## src/rtl/instr_sequencer.sv

```systemverilog
// instr_sequencer: multi-cycle control sequencer for a small 9-bit ISA.
// Steps each instruction through FETCH, DECODE, EXEC and, for loads/stores,
// MEM and WB. It also owns the program counter, the instruction register,
// the cmp flags, a data-memory watchdog and the retired-instruction counter.
module instr_sequencer #(
  parameter int PC_W  = 10,
  parameter int TMO_W = 8
) (
  input  logic            clk,
  input  logic            reset,
  input  logic            start,
  input  logic [PC_W-1:0] start_addr,
  input  logic [8:0]      instr_i,
  input  logic            dec_regwrite_i,
  input  logic            dec_memwrite_i,
  input  logic            dec_mem2reg_i,
  input  logic            alu_zero_i,
  input  logic            alu_neg_i,
  input  logic [PC_W-1:0] branch_target_i,
  input  logic            mem_ack_i,
  output logic [PC_W-1:0] pc_o,
  output logic            fetch_o,
  output logic [8:0]      ir_o,
  output logic            reg_we_o,
  output logic            mem_req_o,
  output logic            mem_we_o,
  output logic            busy_o,
  output logic            done_o,
  output logic            err_o,
  output logic [15:0]     icount_o
);

  typedef enum logic [2:0] {
    IDLE   = 3'd0,
    FETCH  = 3'd1,
    DECODE = 3'd2,
    EXEC   = 3'd3,
    MEM    = 3'd4,
    WB     = 3'd5,
    HALT   = 3'd6
  } state_t;

  localparam logic [3:0] OP_CMP  = 4'b0101;
  localparam logic [3:0] OP_HALT = 4'b1000;
  localparam logic [3:0] OP_BGE  = 4'b1010;
  localparam logic [3:0] OP_LDR  = 4'b1101;
  localparam logic [3:0] OP_STR  = 4'b1110;
  localparam logic [3:0] OP_BNE  = 4'b1111;

  // Watchdog value seen in the last permitted ack-less MEM cycle. The count
  // of ack-less cycles reaches 2^TMO_W-1 at the end of this cycle.
  localparam logic [TMO_W-1:0] WD_LAST = {{(TMO_W-1){1'b1}}, 1'b0};

  state_t            state;
  state_t            state_next;
  logic [PC_W-1:0]   pc;
  logic [8:0]        ir;
  logic              flag_z;
  logic              flag_n;
  logic [TMO_W-1:0]  wd;
  logic [15:0]       icount;
  logic              err;

  // Control strobes produced by the FSM for the datapath registers.
  logic              load_start;
  logic              load_ir;
  logic              pc_step;
  logic              pc_jump;
  logic              cmp_upd;
  logic              retire;
  logic              wd_inc;
  logic              timeout;

  logic [3:0]        opcode;
  logic              is_mem_op;
  logic              br_taken;

  // Program counter advance, wrapping modulo 2^PC_W.
  function automatic logic [PC_W-1:0] pc_inc(input logic [PC_W-1:0] p);
    return p + PC_W'(1);
  endfunction

  // Retired-instruction counter increment that sticks at all-ones.
  function automatic logic [15:0] sat_inc(input logic [15:0] v);
    return (v == 16'hFFFF) ? v : v + 16'd1;
  endfunction

  assign opcode    = ir[8:5];
  assign is_mem_op = (opcode == OP_LDR) || (opcode == OP_STR);
  assign br_taken  = ((opcode == OP_BNE) && !flag_z) ||
                     ((opcode == OP_BGE) && !flag_n);

  assign pc_o     = pc;
  assign ir_o     = ir;
  assign err_o    = err;
  assign icount_o = icount;

  // State register; reset forces IDLE regardless of other inputs.
  always_ff @(posedge clk) begin
    if (reset) state <= IDLE;
    else       state <= state_next;
  end

  // Next-state logic, Moore outputs and datapath strobes.
  always_comb begin
    state_next = state;
    fetch_o    = 1'b0;
    reg_we_o   = 1'b0;
    mem_req_o  = 1'b0;
    mem_we_o   = 1'b0;
    busy_o     = 1'b0;
    done_o     = 1'b0;
    load_start = 1'b0;
    load_ir    = 1'b0;
    pc_step    = 1'b0;
    pc_jump    = 1'b0;
    cmp_upd    = 1'b0;
    retire     = 1'b0;
    wd_inc     = 1'b0;
    timeout    = 1'b0;
    case (state)
      IDLE: begin
        if (start) begin
          load_start = 1'b1;
          state_next = FETCH;
        end
      end
      FETCH: begin
        busy_o     = 1'b1;
        fetch_o    = 1'b1;
        load_ir    = 1'b1;
        state_next = DECODE;
      end
      DECODE: begin
        busy_o = 1'b1;
        // A halt leaves the sequencer without being counted as retired.
        if (opcode == OP_HALT) state_next = HALT;
        else                   state_next = EXEC;
      end
      EXEC: begin
        busy_o = 1'b1;
        if (is_mem_op) begin
          // pc stays on the load/store until the access completes.
          state_next = MEM;
        end else begin
          // cmp only updates flags; everything else passes the decoder's write.
          reg_we_o   = (opcode == OP_CMP) ? 1'b0 : dec_regwrite_i;
          cmp_upd    = (opcode == OP_CMP);
          pc_jump    = br_taken;
          pc_step    = !br_taken;
          retire     = 1'b1;
          state_next = FETCH;
        end
      end
      MEM: begin
        busy_o    = 1'b1;
        mem_req_o = 1'b1;
        mem_we_o  = dec_memwrite_i;
        // An ack arriving on the terminal watchdog cycle still wins.
        if (mem_ack_i) begin
          if (dec_mem2reg_i) begin
            state_next = WB;
          end else begin
            pc_step    = 1'b1;
            retire     = 1'b1;
            state_next = FETCH;
          end
        end else if (wd == WD_LAST) begin
          timeout    = 1'b1;
          state_next = HALT;
        end else begin
          wd_inc = 1'b1;
        end
      end
      WB: begin
        busy_o     = 1'b1;
        reg_we_o   = 1'b1;
        pc_step    = 1'b1;
        retire     = 1'b1;
        state_next = FETCH;
      end
      HALT: begin
        done_o = 1'b1;
        if (start) begin
          load_start = 1'b1;
          state_next = FETCH;
        end
      end
      default: begin
        state_next = IDLE;
      end
    endcase
  end

  // Program counter and instruction register; both hold in HALT.
  always_ff @(posedge clk) begin
    if (reset) begin
      pc <= '0;
      ir <= '0;
    end else begin
      if (load_start)   pc <= start_addr;
      else if (pc_jump) pc <= branch_target_i;
      else if (pc_step) pc <= pc_inc(pc);
      if (load_ir) ir <= instr_i;
    end
  end

  // Condition flags captured by cmp and held for later branches.
  always_ff @(posedge clk) begin
    if (reset) begin
      flag_z <= 1'b0;
      flag_n <= 1'b0;
    end else if (cmp_upd) begin
      flag_z <= alu_zero_i;
      flag_n <= alu_neg_i;
    end
  end

  // Memory watchdog: counts ack-less MEM cycles, zero whenever not counting,
  // so it is always clear on entry to MEM.
  always_ff @(posedge clk) begin
    if (reset)       wd <= '0;
    else if (wd_inc) wd <= wd + TMO_W'(1);
    else             wd <= '0;
  end

  // Retire counter and sticky error flag; a new start clears both.
  always_ff @(posedge clk) begin
    if (reset) begin
      icount <= '0;
      err    <= 1'b0;
    end else if (load_start) begin
      icount <= '0;
      err    <= 1'b0;
    end else begin
      if (retire)  icount <= sat_inc(icount);
      if (timeout) err    <= 1'b1;
    end
  end

endmodule

```

## config.mk

```make
export PLATFORM = sky130hd
export DESIGN_NAME = instr_sequencer
export DESIGN_NICKNAME = d
export VERILOG_FILES = /design/src/rtl/instr_sequencer.sv
export SDC_FILE = /design/constraint.sdc
export NUM_CORES = 1
export LEC_CHECK = 0
export BUFFER_PORTS_ARGS = -buffer_cell sky130_fd_sc_hd__buf_2
export CELL_PAD_IN_SITES_DETAIL_PLACEMENT = 0
export CELL_PAD_IN_SITES_GLOBAL_PLACEMENT = 2
export CORE_MARGIN = 1.5
export CORE_UTILIZATION = 29
export DETAILED_ROUTE_END_ITERATION = 8
export PLACE_DENSITY = 0.9
export SLEW_MARGIN = 20
export SYNTH_ARGS = -nofsm -noshare
export SYNTH_HDL_FRONTEND = slang
export SYNTH_SLANG_ARGS = --single-unit
```

## constraint.sdc

```tcl
create_clock -name clk -period 2.5 [get_ports clk]
set_input_delay 0.25 -clock clk [delete_from_list [all_inputs] [get_ports clk]]
set_output_delay 0.25 -clock clk [all_outputs]
set_load 0.005 [all_outputs]
```

==> results.ini, run 1 <==
[status]
outcome=finished, final reports clean

[routing]
routedWlPerCell_um=14.1
dr.pass1.iters=5
viasPerCell=5.19
drc_errors=0
via_count=2628
drt-total-wl_mm=7.14
drtAntennaViolNets=0
drtIter0Drc=144

[timing]
period_minus_slack_ns=2.25
fmax_ghz=0.445
maxSlewHeadroom_pct=53.4
tightest_slew_ns=0.699
finalHoldViolCount=0
fin_skew_ns=0.00602
finalMaxSlewViolations=0
rsz0062_at_grt=no
whs_ns=0.157
fin_setup_tns_ns=0
setup_viol=0
period_share_pct=89.9

[final_layout]
syn_to_final_growth_pct=21.5
fin_util_pct=36.7
antenna_cells=0
layout-drive-gt1-share_pct=25.4
fill_cells=935
fin_nets=440
final_cell_mix=buf_2 (79), dfxtp_1 (49), nor2_1 (43)
final_common_cell=buf_2

[synthesis]
synth_edf_count=0
synth-seq-cells=49
synth_area_um2=2650
yosysSeqAreaShare_pct=37.1
synth_async_sr_flop_share_pct=0
yosys.cell_types.count=51
synth_flop_cell=dfxtp_1
syn_area_per_cell_um2=8.17
synthCells=324
syn_nets=366
yosys_warnings=0

[clock_tree]
cts_buffers=5
cts_tree=built
clockBufferDepth=2
cts_resized=0
cts_sinks=49
clkLatencyLatePin_ns=0.30
cts-root-buf=clkbuf_8
cts_setup_buffers=0
ctsHoldBuffers=0
cts_max_level=2
clkTransAtPathRegs_ns=0.09

[pwr]
cellPowerDensity_nw_per_um2=562
p_int_uw=1250
ir_worst_vdd_v=0.000185
swShare_pct=31.1
p_switching_uw=563
seq_power_share_pct=50.3
leakage_uw=0.00130
pwr-share-clk_pct=26.7
comb_power_share_pct=23.0

[worst_setup_path]
crit_fanout=22
reg2reg_to=pc_o[2]
ff2ff_path_depth=6
cp-endpoint=pc_o[2]
r2r_start=ir_o[6]
startpoint=ir_o[6]
endpoint_kind=register
cp.required_ns=2.72
path_class=reg2reg
startpoint_type=register
r2r_slack_ns=0.25
crit_arrival_ns=2.47

[global_routing]
grt_overflow_total=0
grt_pass1_vias=2374
antenna_found_initial=0
grt_pass1_wl_mm=11.3
grt_max_degree=26
track_usage_pct=14.2

[placement]
hpwl_mm=5.24
place_congestion=0.825
io_buffer_count=79

[job]
max_cap_viol_count=0

[floorplan]
start_util_pct=30.2
dieArea_um2=9710
rows=34
pin_count=80
dieWidth_um=98.6
die_h_um=98.6
coreArea_um2=8760

[hold_path]
hold_class=in2reg

[state kept, by name, indices dropped and copies added (netlist names)]
register and flops:
wd 8, ir_o 9, flag_z 1, pc_o 10, state 3, icount_o 16, flag_n 1, err_o 1
[critical path, stage by stage (launching register included)]
cell and delay [ns]:
dfxtp_1 0.45, xor2_1 0.29, a31o_2 0.26, and2_1 0.60, buf_4 0.26, nand2_1 0.06
a311oi_1 0.25
[synthesized netlist by cell type, types with 4 or more instances]
cell type	number	area, um2
clkbuf_1	11	41.3
o21ai_0	12	60.1
xor2_1	9	78.8
o31ai_1	8	60.1
or4_1	7	52.6
buf_2	5	25.0
ha_1	4	50.1
or3_1	6	37.5
nand2_1	24	90.1
and3_1	7	43.8
a21oi_1	22	110
nor3_1	4	20.0
nand4_1	4	25.0
dfxtp_1	49	981
mux2i_1	13	130
xnor2_1	5	43.8
nand3_1	23	115
inv_1	8	30.0
a311oi_1	5	43.8
and2_1	6	37.5
nor2_1	43	161
[through the flow]
| stage | setup WS [ns] | cells | area, um2 | total power, uW |
|---|---|---|---|---|
| finish | 0.253 | 506 | 3220 | 1810 |
| detailed placement | 0.279 | 499 | 3130 | 1340 |
| CTS | 0.256 | 506 | 3220 | 1830 |
| global placement | 0.389 | 499 | 3130 | 1340 |
| floorplan | 0.710 | 324 | 2650 | 1190 |
| global route | 0.00988 | 506 | 3220 | 1910 |
[logic make-up after synthesis]
logic type / synth area share (%)
flip-flops: 37.1
AO/OA/AOI/OAI: 18.4
multiplexers: 6.19
adder cells (fa/ha/maj): 1.89
AND/OR/NAND/NOR: 26.9
XOR/XNOR: 4.63
buffers and inverters: 4.91
[worst min path at each step]
stage             startpoint  endpoint  slack, ns  cells past startpoint
6_report       start_addr[0]   pc_o[0]       0.16                      3
2_1_floorplan  start_addr[0]   pc_o[0]       0.36                      2
3_3_place_gp           err_o     err_o       0.44                      2
4_1_cts        start_addr[0]   pc_o[0]       0.15                      3
3_5_place_dp           err_o     err_o       0.44                      2
5_1_grt        start_addr[0]   pc_o[0]       0.16                      3
[power by group through the flow]
stage | registers (uW) | clock network (uW) | logic [uW]
6_report | 911 | 483 | 416
5_1_grt | 921 | 530 | 459
4_1_cts | 910 | 498 | 418
3_5_place_dp | 928 | 0 | 417
3_3_place_gp | 928 | 0 | 413
2_1_floorplan | 908 | 0 | 281
[metal layers]
layer	global-route usage, %	up-vias	part of all wire [%]
li1	-	1330	-
met1	18.6	1217	48
met2	23.0	72	45
met3	3.33	9	5.7
met4	4.33	0	1.3
met5	0	-	0
[final cells by class]
class,count,area (um2),share of cell area (%)
clock buffers,7,86.3,2.68
repair buffers,86,448,13.9
flip-flops and latches,49,981,30.5
well taps,108,135,4.20
multi-input cells,248,1540,47.8
inverters,8,30.0,0.933
Note: power is estimated with default switching activity, not from simulation.
==> run 2: changes to the inputs <==
--- a/config.mk
+++ b/config.mk
@@ -9,9 +9,10 @@
 export CELL_PAD_IN_SITES_DETAIL_PLACEMENT = 0
 export CELL_PAD_IN_SITES_GLOBAL_PLACEMENT = 2
 export CORE_MARGIN = 1.5
-export CORE_UTILIZATION = 29
+export CORE_UTILIZATION = 30
+export CTS_BUF_LIST = sky130_fd_sc_hd__clkbuf_8
 export DETAILED_ROUTE_END_ITERATION = 8
-export PLACE_DENSITY = 0.9
+export PLACE_DENSITY = 0.93
 export SLEW_MARGIN = 20
 export SYNTH_ARGS = -nofsm -noshare
 export SYNTH_HDL_FRONTEND = slang
==> results.ini, run 2 (same netlist as run 1, synthesis figures left out) <==
[status]
outcome=finished, final reports clean

[clock_tree]
cts_tree=built
cts-root-buf=clkbuf_8
cts_resized=0
cts_max_level=2
ctsHoldBuffers=0
cts_buffers=5
cts_setup_buffers=0
cts_sinks=49
clkTransAtPathRegs_ns=0.10
clkLatencyLatePin_ns=0.31
clockBufferDepth=2

[pwr]
comb_power_share_pct=21.5
leakage_uw=0.00131
p_switching_uw=587
seq_power_share_pct=46.8
p_int_uw=1350
swShare_pct=30.3
pwr-share-clk_pct=31.7
cellPowerDensity_nw_per_um2=598
ir_worst_vdd_v=0.000191

[floorplan]
coreArea_um2=8640
dieWidth_um=96.9
start_util_pct=30.7
die_h_um=96.9
rows=34
pin_count=80
dieArea_um2=9400

[final_layout]
fill_cells=927
regArea_um2=981
largest_reg_flops=16
final_common_cell=buf_2
final_cell_mix=buf_2 (79), dfxtp_1 (49), nor2_1 (43)
syn_to_final_growth_pct=22.2
fin_nets=438
layout-drive-gt1-share_pct=25.4
antenna_cells=0
multiInputGateArea_um2=1540
final_area_um2=3240

[global_routing]
grt_max_degree=27
grt_overflow_total=0
antenna_found_initial=0
grt_pass1_vias=2469
grt_pass1_wl_mm=11.7
track_usage_pct=14.9

[worst_setup_path]
crit_fanout=18
crit_arrival_ns=2.43
startpoint_type=register
cp.required_ns=2.70
path_class=reg2reg
endpoint_kind=register

[timing]
period_minus_slack_ns=2.23
fin_skew_ns=0.00646
fmax_ghz=0.449
fin_setup_tns_ns=0
setup_viol=0
rsz0062_at_grt=no
period_share_pct=89.1
tightest_slew_ns=0.641
finalMaxSlewViolations=0
maxSlewHeadroom_pct=57.2
finalHoldViolCount=0

[routing]
drtAntennaViolNets=0
via_count=2599
routedWlPerCell_um=14.0
drtIter0Drc=86
drt-total-wl_mm=7.07
dr.pass1.iters=4
drc_errors=0
viasPerCell=5.15

[job]
max_cap_viol_count=0

[placement]
placed_area_um2=3120
place_congestion=0.781
io_buffer_count=79
hpwl_mm=5.13

[hold_path]
hold_class=in2reg

-- run 2: cell types whose count changed in the layout (fill, tap and decap cells not counted) --
cell,before,now
clkbuf_1,1,0
buf_4,7,5
bufinv_16,0,1
clkinvlp_4,0,1
-- run 2: critical path, stage by stage, from the launching register on --
cell	delay (ns)
dfxtp_1	0.45
xor2_1	0.27
a31o_2	0.25
and2_1	0.50
buf_4	0.29
a21oi_1	0.05
o311a_1	0.30
-- run 2: area by class of cell --
type	instances	area share, %
clock inverter	2	1.16
multi-input combinational	248	47.5
timing repair buffer	84	13.4
sequential	49	30.3
tap	108	4.18
clock buffer	6	2.55
inverter	8	0.928
-- run 2: routing by layer --
metal | up-vias | GRT usage, % | share of wire (%)
li1 | 1322 | - | -
met3 | 10 | 2.38 | 3.0
met5 | - | 0 | 0
met4 | 0 | 5.24 | 1.8
met2 | 56 | 25.4 | 48
met1 | 1211 | 18.9 | 48
-- run 2: worst paths after layout --
path	slack [ns]	cells after the start	start	to
max	0.27	6	ir_o[6]	pc_o[7]
min	0.13	3	start_addr[5]	pc_o[5]
max reg2reg	0.27	6	ir_o[6]	pc_o[7]
min reg2reg	0.45	2	err_o	err_o
-- run 2: power groups by stage --
stage | clock [uW] | combinational [uW] | sequential, uW
floorplan | 0 | 281 | 908
global placement | 0 | 413 | 921
detailed placement | 0 | 416 | 924
CTS | 634 | 418 | 906
global route | 650 | 459 | 919
finish | 614 | 416 | 906
-- run 2: stage by stage --
stage	power, uW	instances	hold WS, ns	worst slack (ns)	util [%]
after detailed placement	1340	497	0.446	0.293	36.1
after global routing	2030	505	0.153	0.0760	37.5
after floorplan	1190	324	0.359	0.710	-
final	1940	505	0.135	0.274	37.5
after global placement	1330	497	0.445	0.356	36.1
after CTS	1960	505	0.128	0.268	37.5
